[config.mk]
export PLATFORM = sky130hd
export DESIGN_NAME = cla_adder_pipe
export DESIGN_NICKNAME = d
export VERILOG_FILES = /design/src/rtl/cla_adder_pipe.sv
export SDC_FILE = /design/constraint.sdc
export NUM_CORES = 1
export LEC_CHECK = 0
export ABC_AREA = 1
export CAP_MARGIN = 20
export CELL_PAD_IN_SITES_DETAIL_PLACEMENT = 1
export CELL_PAD_IN_SITES_GLOBAL_PLACEMENT = 2
export CORE_MARGIN = 10
export CORE_UTILIZATION = 32
export CTS_CLUSTER_DIAMETER = 50
export DETAILED_ROUTE_END_ITERATION = 10
export PLACE_DENSITY = 0.78
export SKIP_LAST_GASP = 1
export SYNTH_ARGS = -nofsm -noshare
export SYNTH_HDL_FRONTEND = slang
export SYNTH_SLANG_ARGS = --single-unit
[constraint.sdc]
create_clock -name clk -period 2.1 [get_ports clk]
set_clock_uncertainty 0.15 [all_clocks]
set_input_delay 0.315 -clock clk [delete_from_list [all_inputs] [get_ports clk]]
set_output_delay 0.315 -clock clk [all_outputs]
set_load 0.05 [all_outputs]
[src/rtl/cla_adder_pipe.sv]
`default_nettype none
// ============================================================================
// Module   : cla_adder_pipe
// Brief    : Pipelined carry-lookahead adder, one GROUP-bit CLA group per
//            stage, valid/ready streaming with global stall. Optional signed
//            overflow output enabled by macro CLA_ADDER_OVF_EN.
// Revision : 1.0 - initial release
// ============================================================================
module cla_adder_pipe #(
    parameter int WIDTH = 16,
    parameter int GROUP = 4
) (
    input  logic             clk,
    input  logic             rst,
    input  logic             in_valid,
    output logic             in_ready,
    input  logic [WIDTH-1:0] a,
    input  logic [WIDTH-1:0] b,
    input  logic             c_in,
    output logic             out_valid,
    input  logic             out_ready,
    output logic [WIDTH-1:0] sum,
    output logic             c_out
`ifdef CLA_ADDER_OVF_EN
    ,
    output logic             ovf
`endif
);

    localparam int S = WIDTH / GROUP;

    if ((WIDTH % GROUP) != 0 || GROUP < 1) begin : g_bad_width
        $error("cla_adder_pipe: WIDTH must be a positive multiple of GROUP");
    end

    // Returns {carry into group MSB, group carry out, group sum}, carries fully expanded.
    function automatic logic [GROUP+1:0] cla_group(input logic [GROUP-1:0] x,
                                                   input logic [GROUP-1:0] y,
                                                   input logic             ci);
        logic [GROUP-1:0] p;
        logic [GROUP-1:0] g;
        logic [GROUP:0]   c;
        logic             t;
        p    = x ^ y;
        g    = x & y;
        c    = '0;
        c[0] = ci;
        for (int i = 1; i <= GROUP; i++) begin
            t = ci;
            for (int m = 0; m < i; m++) t = t & p[m];
            c[i] = t;
            for (int j = 0; j < i; j++) begin
                t = g[j];
                for (int m = j + 1; m < i; m++) t = t & p[m];
                c[i] = c[i] | t;
            end
        end
        return {c[GROUP-1], c[GROUP], p ^ c[GROUP-1:0]};
    endfunction

    logic                        w_en;
    logic [S-1:0]                r_v;
    logic [S-1:0]                r_c;
    logic [S-1:0][WIDTH-1:0]     r_a;
    logic [S-1:0][WIDTH-1:0]     r_b;
    logic [S-1:0][WIDTH-1:0]     r_s;
    logic [S-1:0]                w_src_v;
    logic [S-1:0]                w_src_c;
    logic [S-1:0]                w_nxt_c;
    logic [S-1:0][WIDTH-1:0]     w_src_a;
    logic [S-1:0][WIDTH-1:0]     w_src_b;
    logic [S-1:0][WIDTH-1:0]     w_src_s;
    logic [S-1:0][WIDTH-1:0]     w_nxt_s;
    logic [S-1:0][GROUP+1:0]     w_grp;
    logic                        w_unused;

    assign out_valid = r_v[S-1];
    assign sum       = r_s[S-1];
    assign c_out     = r_c[S-1];
    assign in_ready  = !out_valid || out_ready;
    assign w_en      = in_ready;

    // Each stage sees the previous stage's skewed operands, partial sum and carry.
    always_comb begin
        w_src_v    = '0;
        w_src_c    = '0;
        w_src_a    = '0;
        w_src_b    = '0;
        w_src_s    = '0;
        w_src_v[0] = in_valid;
        w_src_c[0] = c_in;
        w_src_a[0] = a;
        w_src_b[0] = b;
        for (int k = 1; k < S; k++) begin
            w_src_v[k] = r_v[k-1];
            w_src_c[k] = r_c[k-1];
            w_src_a[k] = r_a[k-1];
            w_src_b[k] = r_b[k-1];
            w_src_s[k] = r_s[k-1];
        end
        w_grp   = '0;
        w_nxt_c = '0;
        w_nxt_s = '0;
        for (int k = 0; k < S; k++) begin
            w_grp[k]   = cla_group(w_src_a[k][k*GROUP +: GROUP],
                                   w_src_b[k][k*GROUP +: GROUP], w_src_c[k]);
            w_nxt_c[k] = w_grp[k][GROUP];
            w_nxt_s[k] = w_src_s[k];
            w_nxt_s[k][k*GROUP +: GROUP] = w_grp[k][GROUP-1:0];
        end
    end

    always_ff @(posedge clk) begin
        if (rst) begin
            r_v <= '0;
            r_c <= '0;
            r_a <= '0;
            r_b <= '0;
            r_s <= '0;
        end else if (w_en) begin
            r_v <= w_src_v;
            r_c <= w_nxt_c;
            r_a <= w_src_a;
            r_b <= w_src_b;
            r_s <= w_nxt_s;
        end
    end

`ifdef CLA_ADDER_OVF_EN
    logic r_ovf;
    always_ff @(posedge clk) begin
        if (rst) begin
            r_ovf <= 1'b0;
        end else if (w_en) begin
            r_ovf <= w_grp[S-1][GROUP+1] ^ w_grp[S-1][GROUP];
        end
    end
    assign ovf = r_ovf;
`endif

    // Consumed operand bits and unneeded MSB carries are intentionally left dangling.
    assign w_unused = ^{r_a, r_b, w_grp};

endmodule
`default_nettype wire
==> impl_metrics.ini, run 1 <==
[outcome]
outcome = complete, no violations

[yosys]
ys_seq_elements = 96
yosys-top-cells-area = dfxtp_1 (47%), nor2_1 (14%), o21ai_0 (10%)
yosysMostFrequentCell = nor2_1
ys_top_cells_by_count = nor2_1 (157), dfxtp_1 (96), o21ai_0 (82)
synth_top_cell_area_share = 0.468
synth-edff-count = 0
synth.avg_cell_area_um2 = 7.99
synth_area_um2 = 4110
yosysSeqAreaShare = 0.468
async_flop_share = 0
ys.flop_type = dfxtp_1
ys_types = 20
synthCells = 514
synth.largest_area_cell = dfxtp_1
syn-num-nets = 575
yosysWarnings = 0

[timing]
period_share = 0.942
tightest_slew_ns = 0.504
hold_violations = 0
fin_crit_ns = 1.98
maxSlewHeadroom = 0.663
setup_viol = 0
tns_ns = 0
rsz0062_at_grt = no
drv_slew = 0
clock.fmax_mhz = 505

[clock_tree]
post_cts_buffers = 0
clkLatencyLatePin_ns = 0.34
clkTransAtPathRegs_ns = 0.07
clock-sinks = 96
clockBufferDepth = 2
root_buffer = clkbuf_16
hold_buffers = 0
htree_levels = 3
ctsResizeCount = 0
cts_tree = built
cts_inserted_buffers = 9

[critical_path]
critPathBufInv = 1
critPathKind = reg -> out
r2r_cells = 10
cp_data_required_time_ns = 1.63
max_stage_delay_ns = 0.82
cp_top_family = buffers and inverters
slowest_stage = clkdlybuf4s50_1
path_cells = clkdlybuf4s50_1
cp.depth = 1
worstSetupStartpointType = flip-flop
arrival_ns = 1.51
cp-end-kind = output pin
path_max_fanout = 2

[floorplan]
fp.dieArea_um2 = 17800
start_util = 0.325
core-area_um2 = 12600
num_io_pins = 56
die_h_um = 133
fp-row-count = 41
die_x_um = 133

[layout]
stdcell_count = 723
final_nets = 607
drive_above_1_share = 0.0581
syn2layout_area_growth_pct = 22.4
n_antenna_cell = 0
n_fill_cell = 1559

[routing]
wl_per_cell_um = 12.5
ant_nets = 0
via_per_inst = 4.49
drt_wl_total_um = 9020
dr.first_iter.drc_count = 133
drtPass1Iterations = 4
vias = 3247
drc = 0

[global_routing]
antenna_found_initial = 0
grt_first_pass_wirelength_um = 15600
grt_pass1_vias = 3399
use_met1 = 0.118
grt-ovfl-total = 0
grt_util_met3 = 0.0410
grt_usage = 0.104
gr-max-usage-layer = met2
grtUsageMet2 = 0.179
grt_max_degree = 89

[worst_hold_path]
holdPathStages = 2
hold_path.class = reg -> reg

[flow_run]
drv_cap = 0

[pwr]
leakagePower_nw = 2.40
ir_drop_uv = 322
power_density_nw_per_um2 = 845

[placement]
dp_cells = 707
io_buffers = 55
gp_congestion = 0.749
dp_hpwl_um = 6400
-- metrics by stage --
step	hold WS (ns)	util	power, mW	area [µm²]	worst slack [ns]
2_1_floorplan	0.234	-	2.38	4110	0.404
3_3_place_gp	0.293	0.373	2.53	4700	0.0958
3_5_place_dp	0.304	0.373	2.55	4700	0.0384
4_1_cts	0.314	0.398	4.32	5030	0.0910
5_1_grt	0.333	0.398	4.45	5030	0.0685
6_report	0.309	0.398	4.25	5030	0.122
-- power by group --
part           leakage, nW  internal, mW  switching (mW)
Clock                0.152          1.07           0.672
Combinational         1.45         0.217           0.267
Sequential           0.791          1.95          0.0695
-- final cells by class --
| class | count | area (µm²) | share of cell area |
|---|---|---|---|
| flip-flops and latches | 96 | 1920 | 0.382 |
| multi-input cells | 347 | 1770 | 0.353 |
| repair buffers | 67 | 698 | 0.139 |
| clock buffers | 11 | 243 | 0.0483 |
| well taps | 172 | 215 | 0.0428 |
| inverters | 25 | 95.1 | 0.0189 |
| clock inverters | 5 | 80.1 | 0.0159 |
-- per-layer routing --
layer,share of wire,vias up
met3,0.046,6
met5,0,-
li1,-,1704
met2,0.48,46
met4,0.0087,0
met1,0.47,1491
-- cells by family after synthesis --
logic type,Yosys count,share of synthesized area
buffers and inverters,71,0.0999
XOR/XNOR,8,0.0171
adder cells (fa/ha/maj),24,0.0804
AND/OR/NAND/NOR,205,0.196
flip-flops,96,0.468
AO/OA/AOI/OAI,110,0.138
-- flip-flops by register name, summed over array words and instances (netlist names) --
name and flops:
r_a 24, r_s 24, r_b 24, r_v 4, sum 16, r_c 4
-- tightest hold or removal path, delay by kind of cell, from the launching register on --
family / cells / cell delay, ns
flops: 1 / 0.30
buf+inv: 1 / 0.06
compound gates: 1 / 0.06
-- cells in the final DEF, fill, tap and decap left out, drive strengths merged --
master         synthesis  routed
clkinv                 0       2
buf                   32      14
o21ai                 93      93
ha                    20      20
clkbuf                14      11
xnor2                  4       4
bufinv                 0       2
clkdlybuf4s50          0      53
nand4                  3       3
nand3                 17      17
o21bai                 7       7
a21oi                 10      10
inv                   25      24
dfxtp                 96      96
xor2                   4       4
nor2                 158     158
clkinvlp               0       2
nand2                 27      27
fa                     4       4
-- path summary, 6_finish.rpt --
check / start / endpoint / slack (ns)
hold reg to reg: r_v[2] / r_v[2] / 0.31
hold / removal: r_v[2] / r_v[2] / 0.31
setup / recovery: sum[11] / sum[11] / 0.12
setup reg to reg: r_a[44] / sum[15] / 0.41
No activity file was read; power rests on OpenSTA's default activity.
==> run 2: changes to the inputs <==
- clock period: 2.1 -> 2 ns (I/O delays scaled with it)
==> impl_metrics.ini, run 2 (synthesis results as in run 1) <==
[global_routing]
grt_pass1_vias = 3420
grt-ovfl-total = 0
grt_max_degree = 89
antenna_found_initial = 0
grt_first_pass_wirelength_um = 15700
grt_usage = 0.105

[placement]
place_area_um2 = 4680
io_buffers = 55
gp_congestion = 0.750
dp_hpwl_um = 6330
dp_cells = 706

[timing]
clock.fmax_mhz = 514
tightest_slew_ns = 0.504
setup_viol = 0
hold_violations = 0
maxSlewHeadroom = 0.663
rsz0062_at_grt = no
drv_slew = 0
fin_crit_ns = 1.95
period_share = 0.974

[layout]
syn2layout_area_growth_pct = 21.6
top_regs = r_a (24), r_b (24), r_s (24)
final_cell_mix = nor2_1 (157), dfxtp_1 (96), o21ai_0 (82)
fin_area_um2 = 4990
final_nets = 606
multi_input_area_um2 = 1770
n_fill_cell = 1548
final_common_cell = nor2_1
n_antenna_cell = 0
regArea_um2 = 1920
drive_above_1_share = 0.0764
stdcell_count = 722

[routing]
via_per_inst = 4.51
vias = 3259
ant_nets = 0
drtPass1Iterations = 4
wl_per_cell_um = 12.3
dr.first_iter.drc_count = 122
drt_wl_total_um = 8900
drc = 0

[pwr]
ir_drop_uv = 327
power_density_nw_per_um2 = 886
leakagePower_nw = 2.43

[clock_tree]
clkLatencyLatePin_ns = 0.34
root_buffer = clkbuf_16
hold_buffers = 0
htree_levels = 3
cts_tree = built
post_cts_buffers = 0
ctsResizeCount = 0
clkTransAtPathRegs_ns = 0.06
cts_inserted_buffers = 9
clock-sinks = 96
clockBufferDepth = 2

[critical_path]
cp-end-kind = output pin
path_cells = clkdlybuf4s50_1
max_stage_delay_ns = 0.81
cp_top_family = buffers and inverters
r2r_cells = 10
rrSetupSlack_ns = 0.30
cp.depth = 1
critPathBufInv = 1
r2r_end = sum[15]
path_max_fanout = 2
slowest_stage = clkdlybuf4s50_1
critPathKind = reg -> out
worstSetupStartpointType = flip-flop
cp_data_required_time_ns = 1.55
arrival_ns = 1.50
r2r_start = r_a[44]

[worst_hold_path]
whs_endpoint = r_s[23]
holdPathStages = 2
hold_path.class = reg -> reg
hold_start = r_s[23]

[outcome]
outcome = complete, no violations

[flow_run]
drv_cap = 0

[floorplan]
fp.dieArea_um2 = 17800
die_x_um = 133
core-area_um2 = 12600
fp-row-count = 41
die_h_um = 133
num_io_pins = 56
start_util = 0.325
==> run 2: cell types whose count changed in the layout (fill, tap and decap cells not counted), sizes merged <==
cell	change
clkinvlp	-2
clkbuf	-1
clkdlybuf4s50	-11
clkinv	+3
buf	+10
==> run 2: worst max-delay path by stage <==
stage,startpoint,to,slack (ns)
3_5_place_dp,a[0],r_s[2],-0.01
4_1_cts,sum[14],sum[14],0.02
3_3_place_gp,a[0],r_s[2],0.04
5_1_grt,sum[14],sum[14],0.0003
6_report,sum[14],sum[14],0.05
2_1_floorplan,r_v[3],in_ready,0.32
==> run 2: worst reg2reg max path: stages, from the launching register on <==
cell     delay [ns]
dfxtp_1        0.34
ha_1           0.30
ha_1           0.17
o21ai_0        0.16
nand2_1        0.10
nand2_1        0.09
nand2_1        0.07
nand2_1        0.06
nand3_1        0.07
nand2_1        0.07
inv_1          0.03
==> run 2: through the flow <==
stage	setup slack, ns	setup TNS [ns]	power [mW]	utilization	hold WS [ns]
3_5_place_dp	-0.0129	-0.0129	2.68	0.371	0.305
4_1_cts	0.0155	0	4.51	0.396	0.320
6_report	0.0527	0	4.42	0.396	0.317
2_1_floorplan	0.319	0	2.50	-	0.219
3_3_place_gp	0.0371	0	2.66	0.371	0.291
5_1_grt	0.000321	0	4.66	0.396	0.335
==> run 2: report_power, final <==
group,internal (mW),switching [mW]
Combinational,0.224,0.279
Clock,1.09,0.712
Sequential,2.05,0.0724
Total,3.36,1.06
==> run 2: routing by layer <==
layer / vias to the layer above / wire [µm] / global-route usage
met5: - / 0 / 0
met4: 0 / 135 / 0.0453
met3: 11 / 306 / 0.0282
met2: 48 / 4230 / 0.181
met1: 1498 / 4220 / 0.119
li1: 1702 / - / -
==> run 2: cell type report <==
type	count	share of cell area
clock buffers	10	0.0458
clock inverters	6	0.0168
inverters	25	0.0190
multi-input cells	347	0.355
flip-flops and latches	96	0.385
well taps	172	0.0431
repair buffers	66	0.135
==> run 3: changes to the inputs <==
--- a/constraint.sdc
+++ b/constraint.sdc
@@ -4,2 +4,2 @@
 set_output_delay 0.3 -clock clk [all_outputs]
-set_load 0.05 [all_outputs]
+set_load 0.02 [all_outputs]
==> impl_metrics.ini, run 3 (synthesis results as in run 1) <==
[outcome]
outcome = complete, no violations

[routing]
drtPass1Iterations = 3
wl_per_cell_um = 12.2
drt_wl_total_um = 8820
drc = 0
dr.first_iter.drc_count = 132
via_per_inst = 4.43
ant_nets = 0
vias = 3189

[clock_tree]
clkTransAtPathRegs_ns = 0.06
clkLatencyLatePin_ns = 0.34
cts_inserted_buffers = 9
hold_buffers = 0
ctsResizeCount = 0
root_buffer = clkbuf_16
clockBufferDepth = 2
htree_levels = 3
post_cts_buffers = 0
cts_tree = built
clock-sinks = 96

[global_routing]
antenna_found_initial = 0
grt_pass1_vias = 3293
grt_first_pass_wirelength_um = 15000
grt_max_degree = 70
grt_usage = 0.102
grt-ovfl-total = 0

[pwr]
leakagePower_nw = 2.38
power_density_nw_per_um2 = 844
ir_drop_uv = 535
p_total_mw = 4.19

[worst_hold_path]
hold_path.class = reg -> reg
holdPathStages = 2

[placement]
place_area_um2 = 4680
dp_hpwl_um = 5950
dp_slack_ns = -0.0282
gp_congestion = 0.745
io_buffers = 55
dp_cells = 704

[layout]
final_common_cell = nor2_1
final_nets = 604
multi_input_area_um2 = 1770
n_antenna_cell = 0
fin_util = 0.394
syn2layout_area_growth_pct = 21.0
drive_above_1_share = 0.0529
regArea_um2 = 1920
stdcell_count = 720
n_fill_cell = 1575
fin_area_um2 = 4970
top_regs = r_a (24), r_b (24), r_s (24)
final_cell_mix = nor2_1 (157), dfxtp_1 (96), o21ai_0 (82)

[flow_run]
drv_cap = 0

[critical_path]
cp-end-kind = output pin
critPathBufInv = 4
path_cells = clkdlybuf4s50_1, nor2_4, clkinv_2, buf_12, buf_12
cpMostUsedCell = buf_12
critPathKind = in -> out
path_max_fanout = 42
cp.depth = 5
worstSetupStartpointType = primary input
r2r_cells = 10
max_stage_delay_ns = 0.45
slowest_stage = clkdlybuf4s50_1
arrival_ns = 1.42
cp_top_family = buffers and inverters
cp_data_required_time_ns = 1.55

[floorplan]
die_x_um = 133
num_io_pins = 56
start_util = 0.325
fp.dieArea_um2 = 17800
fp-row-count = 41
die_h_um = 133
core-area_um2 = 12600

[timing]
clock.fmax_mhz = 534
rsz0062_at_grt = no
tightest_slew_ns = 0.273
setup_viol = 0
fin_crit_ns = 1.87
tns_ns = 0
maxSlewHeadroom = 0.818
fin_hold_ws_ns = 0.310
hold_violations = 0
drv_slew = 0
layout_setup_ws_ns = 0.129
period_share = 0.936
-- run 3: power by group --
| part | total, mW | leakage [nW] | switching, mW | internal, mW |
|---|---|---|---|---|
| Sequential | 2.12 | 0.791 | 0.0711 | 2.05 |
| Clock | 1.62 | 0.141 | 0.716 | 0.906 |
| Combinational | 0.455 | 1.44 | 0.229 | 0.226 |
| Total | 4.19 | 2.38 | 1.02 | 3.18 |
-- run 3: final cells by class --
class	instances	share of cell area
clock buffer	11	0.0509
clock inverter	5	0.00630
inverter	25	0.0191
multi-input combinational	347	0.357
sequential	96	0.387
tap	172	0.0433
timing repair buffer	64	0.136
-- run 3: routing by layer --
| metal | global-route usage | wire (µm) | up-vias |
|---|---|---|---|
| met5 | 0 | 0 | - |
| met4 | 0.0381 | 129 | 0 |
| met3 | 0.0346 | 399 | 10 |
| met2 | 0.176 | 4150 | 41 |
| met1 | 0.113 | 4140 | 1448 |
| li1 | - | - | 1690 |
-- run 3: path summary, 6_finish.rpt --
| check | start | endpoint | slack, ns |
|---|---|---|---|
| max | out_ready | in_ready | 0.13 |
| min | r_v[2] | r_v[2] | 0.31 |
| max reg2reg | r_a[44] | sum[15] | 0.33 |
| min reg2reg | r_v[2] | r_v[2] | 0.31 |
-- run 3: tightest hold or removal path: stages (launching register included) --
cell and delay (ns):
dfxtp_1 0.30, inv_1 0.06, a21oi_1 0.06
